`config.mk`:
```
export PLATFORM = sky130hd
export DESIGN_NAME = reg_cmd_ctrl_flat
export DESIGN_NICKNAME = d
export VERILOG_FILES = /design/src/rtl/reg_cmd_ctrl_pkg.sv /design/src/rtl/reg_cmd_ctrl_if.sv /design/src/rtl/reg_cmd_ctrl.sv /design/src/flat_wrapper.sv
export SDC_FILE = /design/constraint.sdc
export NUM_CORES = 1
export LEC_CHECK = 0
export CORE_MARGIN = 10
export CORE_UTILIZATION = 41
export CTS_CLUSTER_DIAMETER = 30
export DETAILED_ROUTE_END_ITERATION = 7
export PLACE_DENSITY = 0.85
export SYNTH_ARGS = -nofsm -noshare
export SYNTH_HDL_FRONTEND = slang
export SYNTH_SLANG_ARGS = --single-unit
```
`constraint.sdc`:
```
create_clock -name CLK -period 1.4 [get_ports CLK]
set_input_delay 0.14 -clock CLK [delete_from_list [all_inputs] [get_ports CLK]]
set_output_delay 0.14 -clock CLK [all_outputs]
set_load 0.02 [all_outputs]
```
`src/rtl/reg_cmd_ctrl_pkg.sv`:
```
`default_nettype none
// ---------------------------------------------------------------------------
// reg_cmd_ctrl_pkg : opcodes, widths and FSM states shared by the command path
// Revision 1.0
// ---------------------------------------------------------------------------
package reg_cmd_ctrl_pkg;

  localparam int DATA_W = 8;
  localparam int ADD_W  = 4;

  localparam logic [7:0] CMD_WR = 8'hAA;
  localparam logic [7:0] CMD_RD = 8'hBB;

  // Cycles allowed from the RdEn cycle to the read-data qualifier
  localparam int RD_TIMEOUT = 4;

  typedef enum logic [2:0] {
    ST_IDLE    = 3'd0,
    ST_WR_ADDR = 3'd1,
    ST_WR_DATA = 3'd2,
    ST_WR_STB  = 3'd3,
    ST_RD_ADDR = 3'd4,
    ST_RD_STB  = 3'd5,
    ST_RD_WAIT = 3'd6,
    ST_TX_SEND = 3'd7
  } state_t;

endpackage
`default_nettype wire

```
`src/rtl/reg_cmd_ctrl_if.sv`:
```
`default_nettype none
// ---------------------------------------------------------------------------
// reg_cmd_ctrl_if : RX byte stream, register-file port and TX byte stream
// Revision 1.0
// ---------------------------------------------------------------------------
interface reg_cmd_ctrl_if #(
  parameter int DATA = reg_cmd_ctrl_pkg::DATA_W,
  parameter int ADD  = reg_cmd_ctrl_pkg::ADD_W
);

  logic [DATA-1:0] RX_P_DATA;
  logic            RX_D_VLD;
  logic [DATA-1:0] RdData;
  logic            RdData_Valid;
  logic            TX_BUSY;
  logic            WrEn;
  logic            RdEn;
  logic [ADD-1:0]  Address;
  logic [DATA-1:0] WrData;
  logic [DATA-1:0] TX_P_DATA;
  logic            TX_D_VLD;
  logic            CMD_ERR;

  modport master (
    input  RX_P_DATA, RX_D_VLD, RdData, RdData_Valid, TX_BUSY,
    output WrEn, RdEn, Address, WrData, TX_P_DATA, TX_D_VLD, CMD_ERR
  );

  modport slave (
    output RX_P_DATA, RX_D_VLD, RdData, RdData_Valid, TX_BUSY,
    input  WrEn, RdEn, Address, WrData, TX_P_DATA, TX_D_VLD, CMD_ERR
  );

endinterface
`default_nettype wire

```
`src/rtl/reg_cmd_ctrl.sv`:
```
`default_nettype none
// ---------------------------------------------------------------------------
// reg_cmd_ctrl : decodes AA/BB command frames into register-file strobes and
//                returns read data as a TX byte. Requires ADD < DATA.
// Revision 1.0
// ---------------------------------------------------------------------------
module reg_cmd_ctrl
  import reg_cmd_ctrl_pkg::*;
#(
  parameter int DATA = DATA_W,
  parameter int ADD  = ADD_W
) (
  input  logic           CLK,
  input  logic           RST,
  reg_cmd_ctrl_if.master bus
);

  state_t          r_state;
  state_t          w_next;
  logic [2:0]      r_cnt;
  logic            r_wren;
  logic            r_rden;
  logic            r_txvld;
  logic            r_err;
  logic [ADD-1:0]  r_addr;
  logic [DATA-1:0] r_wrdata;
  logic [DATA-1:0] r_txdata;

  logic w_wren;
  logic w_rden;
  logic w_txvld;
  logic w_err;
  logic w_ld_addr;
  logic w_ld_wrdata;
  logic w_ld_txdata;
  logic w_hi_nz;
  logic w_is_wr;
  logic w_is_rd;
  logic w_timeout;

  assign w_hi_nz   = |bus.RX_P_DATA[DATA-1:ADD];
  assign w_is_wr   = (bus.RX_P_DATA == DATA'(CMD_WR));
  assign w_is_rd   = (bus.RX_P_DATA == DATA'(CMD_RD));
  // Last RD_WAIT cycle whose qualifier can still be accepted
  assign w_timeout = (r_state == ST_RD_WAIT) && !bus.RdData_Valid &&
                     (r_cnt == 3'(RD_TIMEOUT - 2));

  always_ff @(posedge CLK or negedge RST) begin
    if (!RST) r_state <= ST_IDLE;
    else      r_state <= w_next;
  end

  always_comb begin
    w_next = r_state;
    unique case (r_state)
      ST_IDLE: begin
        if (bus.RX_D_VLD && w_is_wr)      w_next = ST_WR_ADDR;
        else if (bus.RX_D_VLD && w_is_rd) w_next = ST_RD_ADDR;
      end
      ST_WR_ADDR: if (bus.RX_D_VLD) w_next = w_hi_nz ? ST_IDLE : ST_WR_DATA;
      ST_RD_ADDR: if (bus.RX_D_VLD) w_next = w_hi_nz ? ST_IDLE : ST_RD_STB;
      ST_WR_DATA: if (bus.RX_D_VLD) w_next = ST_WR_STB;
      ST_WR_STB:  w_next = ST_IDLE;
      ST_RD_STB:  w_next = ST_RD_WAIT;
      ST_RD_WAIT: begin
        if (bus.RdData_Valid) w_next = ST_TX_SEND;
        else if (w_timeout)   w_next = ST_IDLE;
      end
      ST_TX_SEND: if (r_txvld) w_next = ST_IDLE;
      default:    w_next = ST_IDLE;
    endcase
  end

  // Next values of the registered outputs; outputs never see inputs directly
  always_comb begin
    w_ld_addr   = bus.RX_D_VLD && ((r_state == ST_WR_ADDR) || (r_state == ST_RD_ADDR));
    w_ld_wrdata = bus.RX_D_VLD && (r_state == ST_WR_DATA);
    w_ld_txdata = (r_state == ST_RD_WAIT) && bus.RdData_Valid;
    w_wren      = w_ld_wrdata;
    w_rden      = bus.RX_D_VLD && (r_state == ST_RD_ADDR) && !w_hi_nz;
    w_txvld     = !bus.TX_BUSY &&
                  (w_ld_txdata || ((r_state == ST_TX_SEND) && !r_txvld));
    w_err       = 1'b0;
    unique case (r_state)
      ST_IDLE:                w_err = bus.RX_D_VLD && !w_is_wr && !w_is_rd;
      ST_WR_ADDR, ST_RD_ADDR: w_err = bus.RX_D_VLD && w_hi_nz;
      ST_WR_DATA:             w_err = 1'b0;
      default:                w_err = bus.RX_D_VLD || w_timeout;
    endcase
  end

  always_ff @(posedge CLK or negedge RST) begin
    if (!RST) begin
      r_wren   <= 1'b0;
      r_rden   <= 1'b0;
      r_txvld  <= 1'b0;
      r_err    <= 1'b0;
      r_cnt    <= '0;
      r_addr   <= '0;
      r_wrdata <= '0;
      r_txdata <= '0;
    end else begin
      r_wren  <= w_wren;
      r_rden  <= w_rden;
      r_txvld <= w_txvld;
      r_err   <= w_err;
      r_cnt   <= (r_state == ST_RD_WAIT) ? r_cnt + 3'd1 : 3'd0;
      if (w_ld_addr)   r_addr   <= bus.RX_P_DATA[ADD-1:0];
      if (w_ld_wrdata) r_wrdata <= bus.RX_P_DATA;
      if (w_ld_txdata) r_txdata <= bus.RdData;
    end
  end

  assign bus.WrEn      = r_wren;
  assign bus.RdEn      = r_rden;
  assign bus.Address   = r_addr;
  assign bus.WrData    = r_wrdata;
  assign bus.TX_P_DATA = r_txdata;
  assign bus.TX_D_VLD  = r_txvld;
  assign bus.CMD_ERR   = r_err;

endmodule
`default_nettype wire

```
`src/flat_wrapper.sv`:
```
// flat-port wrapper written by rule: the top's interface ports become plain ports
module reg_cmd_ctrl_flat import reg_cmd_ctrl_pkg::*;
#(
  parameter int DATA = DATA_W,
  parameter int ADD  = ADD_W
)
  (CLK, RST, bus_RX_P_DATA, bus_RX_D_VLD, bus_RdData, bus_RdData_Valid, bus_TX_BUSY, bus_WrEn, bus_RdEn, bus_Address, bus_WrData, bus_TX_P_DATA, bus_TX_D_VLD, bus_CMD_ERR);
  reg_cmd_ctrl_if #(.DATA(DATA), .ADD(ADD)) bus_i ();
  input  logic CLK;
  input  logic RST;
  input wire logic [$bits(bus_i.RX_P_DATA)-1:0] bus_RX_P_DATA;
  input wire logic [$bits(bus_i.RX_D_VLD)-1:0] bus_RX_D_VLD;
  input wire logic [$bits(bus_i.RdData)-1:0] bus_RdData;
  input wire logic [$bits(bus_i.RdData_Valid)-1:0] bus_RdData_Valid;
  input wire logic [$bits(bus_i.TX_BUSY)-1:0] bus_TX_BUSY;
  output wire logic [$bits(bus_i.WrEn)-1:0] bus_WrEn;
  output wire logic [$bits(bus_i.RdEn)-1:0] bus_RdEn;
  output wire logic [$bits(bus_i.Address)-1:0] bus_Address;
  output wire logic [$bits(bus_i.WrData)-1:0] bus_WrData;
  output wire logic [$bits(bus_i.TX_P_DATA)-1:0] bus_TX_P_DATA;
  output wire logic [$bits(bus_i.TX_D_VLD)-1:0] bus_TX_D_VLD;
  output wire logic [$bits(bus_i.CMD_ERR)-1:0] bus_CMD_ERR;
  assign bus_i.RX_P_DATA = bus_RX_P_DATA;
  assign bus_i.RX_D_VLD = bus_RX_D_VLD;
  assign bus_i.RdData = bus_RdData;
  assign bus_i.RdData_Valid = bus_RdData_Valid;
  assign bus_i.TX_BUSY = bus_TX_BUSY;
  assign bus_WrEn = bus_i.WrEn;
  assign bus_RdEn = bus_i.RdEn;
  assign bus_Address = bus_i.Address;
  assign bus_WrData = bus_i.WrData;
  assign bus_TX_P_DATA = bus_i.TX_P_DATA;
  assign bus_TX_D_VLD = bus_i.TX_D_VLD;
  assign bus_CMD_ERR = bus_i.CMD_ERR;
  reg_cmd_ctrl #(.DATA(DATA), .ADD(ADD)) u_core (.CLK(CLK), .RST(RST), .bus(bus_i));
endmodule
```
After elaboration in Yosys (flattened, before gate mapping)
Index checks and enable logic that the tools add are counted.
{ "totals": {"ff_bits": 30, "wordCells": 66} }
{ "op_classes": {"add_sub_neg": 1, "eq_ne": 16, "mux": 13, "reduce_logical": 27} }
{ "op_table": {"columns": ["cell", "n"], "rows": [
  ["$mux 3", 10],
  ["$pmux 3 s8", 1],
  ["$eq 8x8->1 const B", 2],
  ["$logic_and 1x1->1", 14],
  ["$eq 3x3->1 const B", 4],
  ["$eq 3x2->1 const B", 3],
  ["$logic_not 1->1", 6],
  ["$ne 2x2->1 const B", 3],
  ["$reduce_and 6->1", 1],
  ["$reduce_or 4->1", 1],
  ["$add 3x1->3 const B", 1],
  ["$eq 3x1->1 const B", 1],
  ["$logic_not 3->1", 1],
  ["$logic_or 1x1->1", 3],
  ["$ne 3x1->1 const B", 1],
  ["$ne 3x2->1 const B", 1],
  ["$pmux 1 s3", 1],
  ["$mux 2", 1],
  ["$ne 2x1->1 const B", 1],
  ["$reduce_or 2->1", 1]
]} }

Depth between registers and ports, before layout
{ "logic_depth": {"ltp_word": 6, "ltp_mapped": 5} }

Worst setup path before layout
Ideal clock, no wire load.
{ "synth_timing": {"path_kind": "register to register", "from": "register u_core.r_state[2]", "to": "register u_core.r_wrdata[0] (netlist: u_core.bus.WrData[0])", "setup_time_ps": 125, "arrival_time_ps": 1308, "required_ps": 1275, "path_slack_ps": -33, "stages_incl_launch_ff": 4, "cell_sequence": "dfrtp_1 -> buf_2 -> nor3_4 -> mux2_2"} }
{ "synth_via": {"elab_chain_cells": 2} }
{ "synth_lines": {"columns": ["item", "line_no", "rtl"], "rows": [
  ["start, declared", "reg_cmd_ctrl.sv:18", "state_t r_state;"],
  ["start signal, assigned", "reg_cmd_ctrl.sv:50", "else r_state <= w_next;"],
  ["$eq 3x2->1", "reg_cmd_ctrl.sv:77", "w_ld_wrdata = bus.RX_D_VLD && (r_state == ST_WR_DATA);"],
  ["$logic_and 1x1->1", "reg_cmd_ctrl.sv:77", null],
  ["via u_core.w_ld_wrdata", "reg_cmd_ctrl.sv:34", "logic w_ld_wrdata;"],
  ["end signal, assigned", "reg_cmd_ctrl.sv:109", "if (w_ld_wrdata) r_wrdata <= bus.RX_P_DATA;"],
  ["end, declared", "reg_cmd_ctrl.sv:26", "logic [DATA-1:0] r_wrdata;"]
]} }
The timed path passes the listed nets, and every way through them passes these cells.
A chain may end at the register's enable or synchronous reset.

Final worst setup path
{ "layout_timing": {"from": "register u_core.r_state[2]", "to": "register u_core.r_state[2]"} }
{ "layout_via": {"elab_chain_cells": 5, "word_cells_on_any_way": 18, "cone_classes": "eq/ne (13); mux (1); reduce/logical (4)"} }
{ "layout_lines": {"columns": ["item", "line_no", "rtl"], "rows": [
  ["$eq 3x3->1", "reg_cmd_ctrl.sv:45, reg_cmd_ctrl.sv:55", null],
  ["$logic_and 1x1->1 (2 in series)", "reg_cmd_ctrl.sv:45", "assign w_timeout = (r_state == ST_RD_WAIT) && !bus.RdData_Valid &&"],
  ["$ne 3x2->1 (no line)", null, null],
  ["$reduce_and 6->1 (no line)", null, null]
]} }
Parallel ways exist; a longest one is shown, timed or not.

==> key figures <==
Clock network
  – CTS tree: yes
  – Hold-fix buffers, CTS: 0
  – H-tree levels: 2
  – Clk_lat worst skew: about 0.32 ns
  – Total CTS buffers: 5
  – CTS max path bufs: 2
  – Clk pin slew, worst setup/hold paths: 0.09 ns
  – Clk sink count: 30
  – Root Driver: clkbuf_4

Yosys
  – Synth cell count leaders: dfrtp_1, mux2_2, nand2_1, nor2_1, inv_1
  – Sequential fraction of the synthesis area: approximately 54%
  – Syn Inst Count: 110
  – Register bit total from synthesis: 30
  – Area leader, netlist: dfrtp_1
  – Synth Warn #: 0
  – Post-synth ARST share: 100.0%
  – Netlist cell types: 37
  – Share of the synthesized area in the top cell type: a little over half
  – Most common cell in the synthesized netlist: dfrtp_1
  – Top FF cell, synth: dfrtp_1
  – Avg Cell Area, Syn: 12.72 um2
  – Post-synth EDFFs: 0
  – Post-Syn Nets: roughly 130
  – Synth area leaders: dfrtp_1, mux2_2, ha_1
  – Post-Synthesis Cell Area: 1399 um2

Worst setup path
  – Max incr delay on CP: about 0.42 ns
  – Critical path fanouts, max: 4
  – Worst Path Required: 1.62 ns
  – Worst path cell trace: buf_6 -> and4b_1 -> a211oi_4 -> nand4_1 -> o2bb2ai_1
  – CP endpoint kind: register
  – Slowest stage cell, crit path: dfrtp_1
  – CP Launch Type: register
  – Critical path type: register to register
  – CP arrival: approximately 1.7 ns

GRT
  – GRT met1 Usage: a little under an eighth
  – Met3 usage: 4.670%
  – GRT overflow: 0
  – Most used routing layer: met2
  – Vias in the first global route: around 1,200
  – First-pass GRT wire length: between 6000 and 7000 um
  – Total global-route track usage: about an eighth
  – Largest net degree at the start of global routing: 31
  – Met2 usage: between 20% and 30%
  – Initial antenna violation count: 0

Route
  – Routed WL: roughly 4000 um
  – Iteration-0 DRC Markers: 73
  – DR vias: 1,165
  – # DRC: 0
  – Final ANT Viol Nets: 0
  – Vias per cell: about 5
  – Drt first pass iters: 4
  – Wire length per cell: about 18 um

Die
  – I/O pin total: 45
  – Width of the die: ~78 um
  – Starting Density: between 40 and 50%
  – Core ar.: ~3300 um2
  – Die height: 78.41 um
  – Die ar.: 6148 um2
  – Row cnt: 21

Pwr
  – Leakage: roughly 0.0010 uW
  – Peak VDD IR: roughly 1.2 mV
  – Cell area power density: approximately 1600 nW/um2

Place
  – Setup WS pre-CTS: -0.2852 ns
  – HPWL Detailed: about 3000 um
  – IO Port Bufs: 44
  – Placed inst area: 2043 um2
  – Number of instances in the placed design: approximately 220
  – Placer congestion estimate: between 0.7 and 0.8

Run
  – Max Cap Viol: 0

Status
  – Failing checks: setup timing
  – Outcome: finished, violations left

Timing
  – Worst-margin pin slew: 0.3666 ns
  – Hold Vio Cnt, Final: 0
  – RSZ-0062 raised after global routing: true
  – Slew headroom: between 70% and 80%
  – Final min period: about 1.5 ns
  – Tcrit/Tclk final: 107.2%
  – Final setup vio count: 14
  – Setup TNS: -0.9338 ns
  – Fmax: around 670 MHz
  – Post-route setup slack: -0.1003 ns
  – Clock skew: approximately 0.0091 ns
  – Max-slew violations: 0

Finish
  – Fin area: 2212 um2
  – P&R area growth vs syn: 58.14%
  – Layout cells sized above 1: between 30% and 40%
  – Non-Filler Instances: between 200 and 250
  – Fin nets: approximately 210
  – Antenna cells: 0

Hold path
  – Worst min path class: primary input to async pin
## metrics by stage
step | utilization, % | hold slack (ns) | power [uW]
3_5_place_dp | 61.72 | 0.4722 | 2842
3_3_place_gp | 61.72 | 0.4440 | 2790
4_1_cts | 65.04 | 0.1963 | 3472
5_1_grt | 66.82 | 0.2112 | 3746
2_1_floorplan | - | -0.1556 | 2043
6_report | 66.82 | 0.1896 | 3557
## power breakdown
part           internal (uW)  switching [uW]  leakage (uW)
combinational            814             801      0.000626
clock                    415             292     0.0000443
sequential              1100             134      0.000379
total                   2330            1230       0.00105
## final timing paths
check	from	to	slack, ns	cells past startpoint
worst max-delay path	u_core.r_state[2]	u_core.r_state[2]	-0.10	5
worst min-delay path	RST	u_core.bus.RdEn	0.19	2
worst max register to register	u_core.r_state[2]	u_core.r_state[2]	-0.10	5
worst min register to register	u_core.r_cnt[0]	u_core.r_cnt[0]	0.49	1
max in group asynchronous	RST	u_core.r_state[0]	0.92	2
min in group CLK	bus_TX_BUSY	u_core.bus.TX_D_VLD	0.35	2
## cell type report
| class | count | area (um2) |
|---|---|---|
| Clock buffer | 6 | 51.30 |
| Fill cell | 249 | 1099 |
| Sequential cell | 30 | 753.2 |
| Clock inverter | 1 | 30.03 |
| Tap cell | 46 | 57.56 |
| Inverter | 4 | 15.01 |
| Timing Repair Buffer | 70 | 640.6 |
| Multi-Input combinational cell | 71 | 664.4 |
## logic make-up after synthesis
family | after synthesis | synth area share [%]
buf+inv | 9 | 2.772
fa+ha+maj | 2 | 1.789
mux | 21 | 16.91
flops | 30 | 53.67
compound gates | 14 | 8.408
simple gates | 31 | 14.58
xor+xnor | 3 | 1.879
## layer usage
| layer | up-vias | wire [um] |
|---|---|---|
| met3 | 9 | 206 |
| met1 | 577 | 1450 |
| met4 | 0 | 99 |
| li1 | 545 | - |
| met2 | 34 | 2239 |
| met5 | - | 0 |
## worst max-delay path, delay by kind of cell (launching register included)
| kind | cells | cell delay (ns) |
|---|---|---|
| compound gates | 2 | 0.42 |
| flops | 1 | 0.42 |
| buf+inv | 1 | 0.14 |
| simple gates | 2 | 0.42 |
## registers in the layout (all words and copies together) (netlist names)
| register | cells |
|---|---|
| u_core.bus.RdEn | 1 |
| u_core.bus.WrEn | 1 |
| u_core.bus.TX_P_DATA | 8 |
| u_core.bus.CMD_ERR | 1 |
| u_core.bus.WrData | 8 |
| u_core.r_state | 3 |
| u_core.r_cnt | 3 |
| u_core.bus.TX_D_VLD | 1 |
| u_core.bus.Address | 4 |
## what timing repair did
action | in CTS | in global routing
hold endpoints to repair | 0 | 0
buffers inserted | 4 | 1
resized for setup | 31 | 9
pin swaps | 7 | 7
setup endpoints to repair | 45 | 16
## cell usage in the layout (no fill, tap or decap), drive strengths merged, types with 2 or more instances in the layout
cell           instances
dlygate4sd2           24
nor4b                  2
ha                     2
nand3b                 2
clkbuf                 6
a21oi                  2
mux2                  21
and4b                  2
nand3                  3
xnor2                  2
nor2                   6
nor4                   2
clkdlybuf4s50         20
inv                    4
nand2                  6
buf                   26
a31oi                  2
nor3                   2
dfrtp                 30
(Power assumes the default switching activity.)
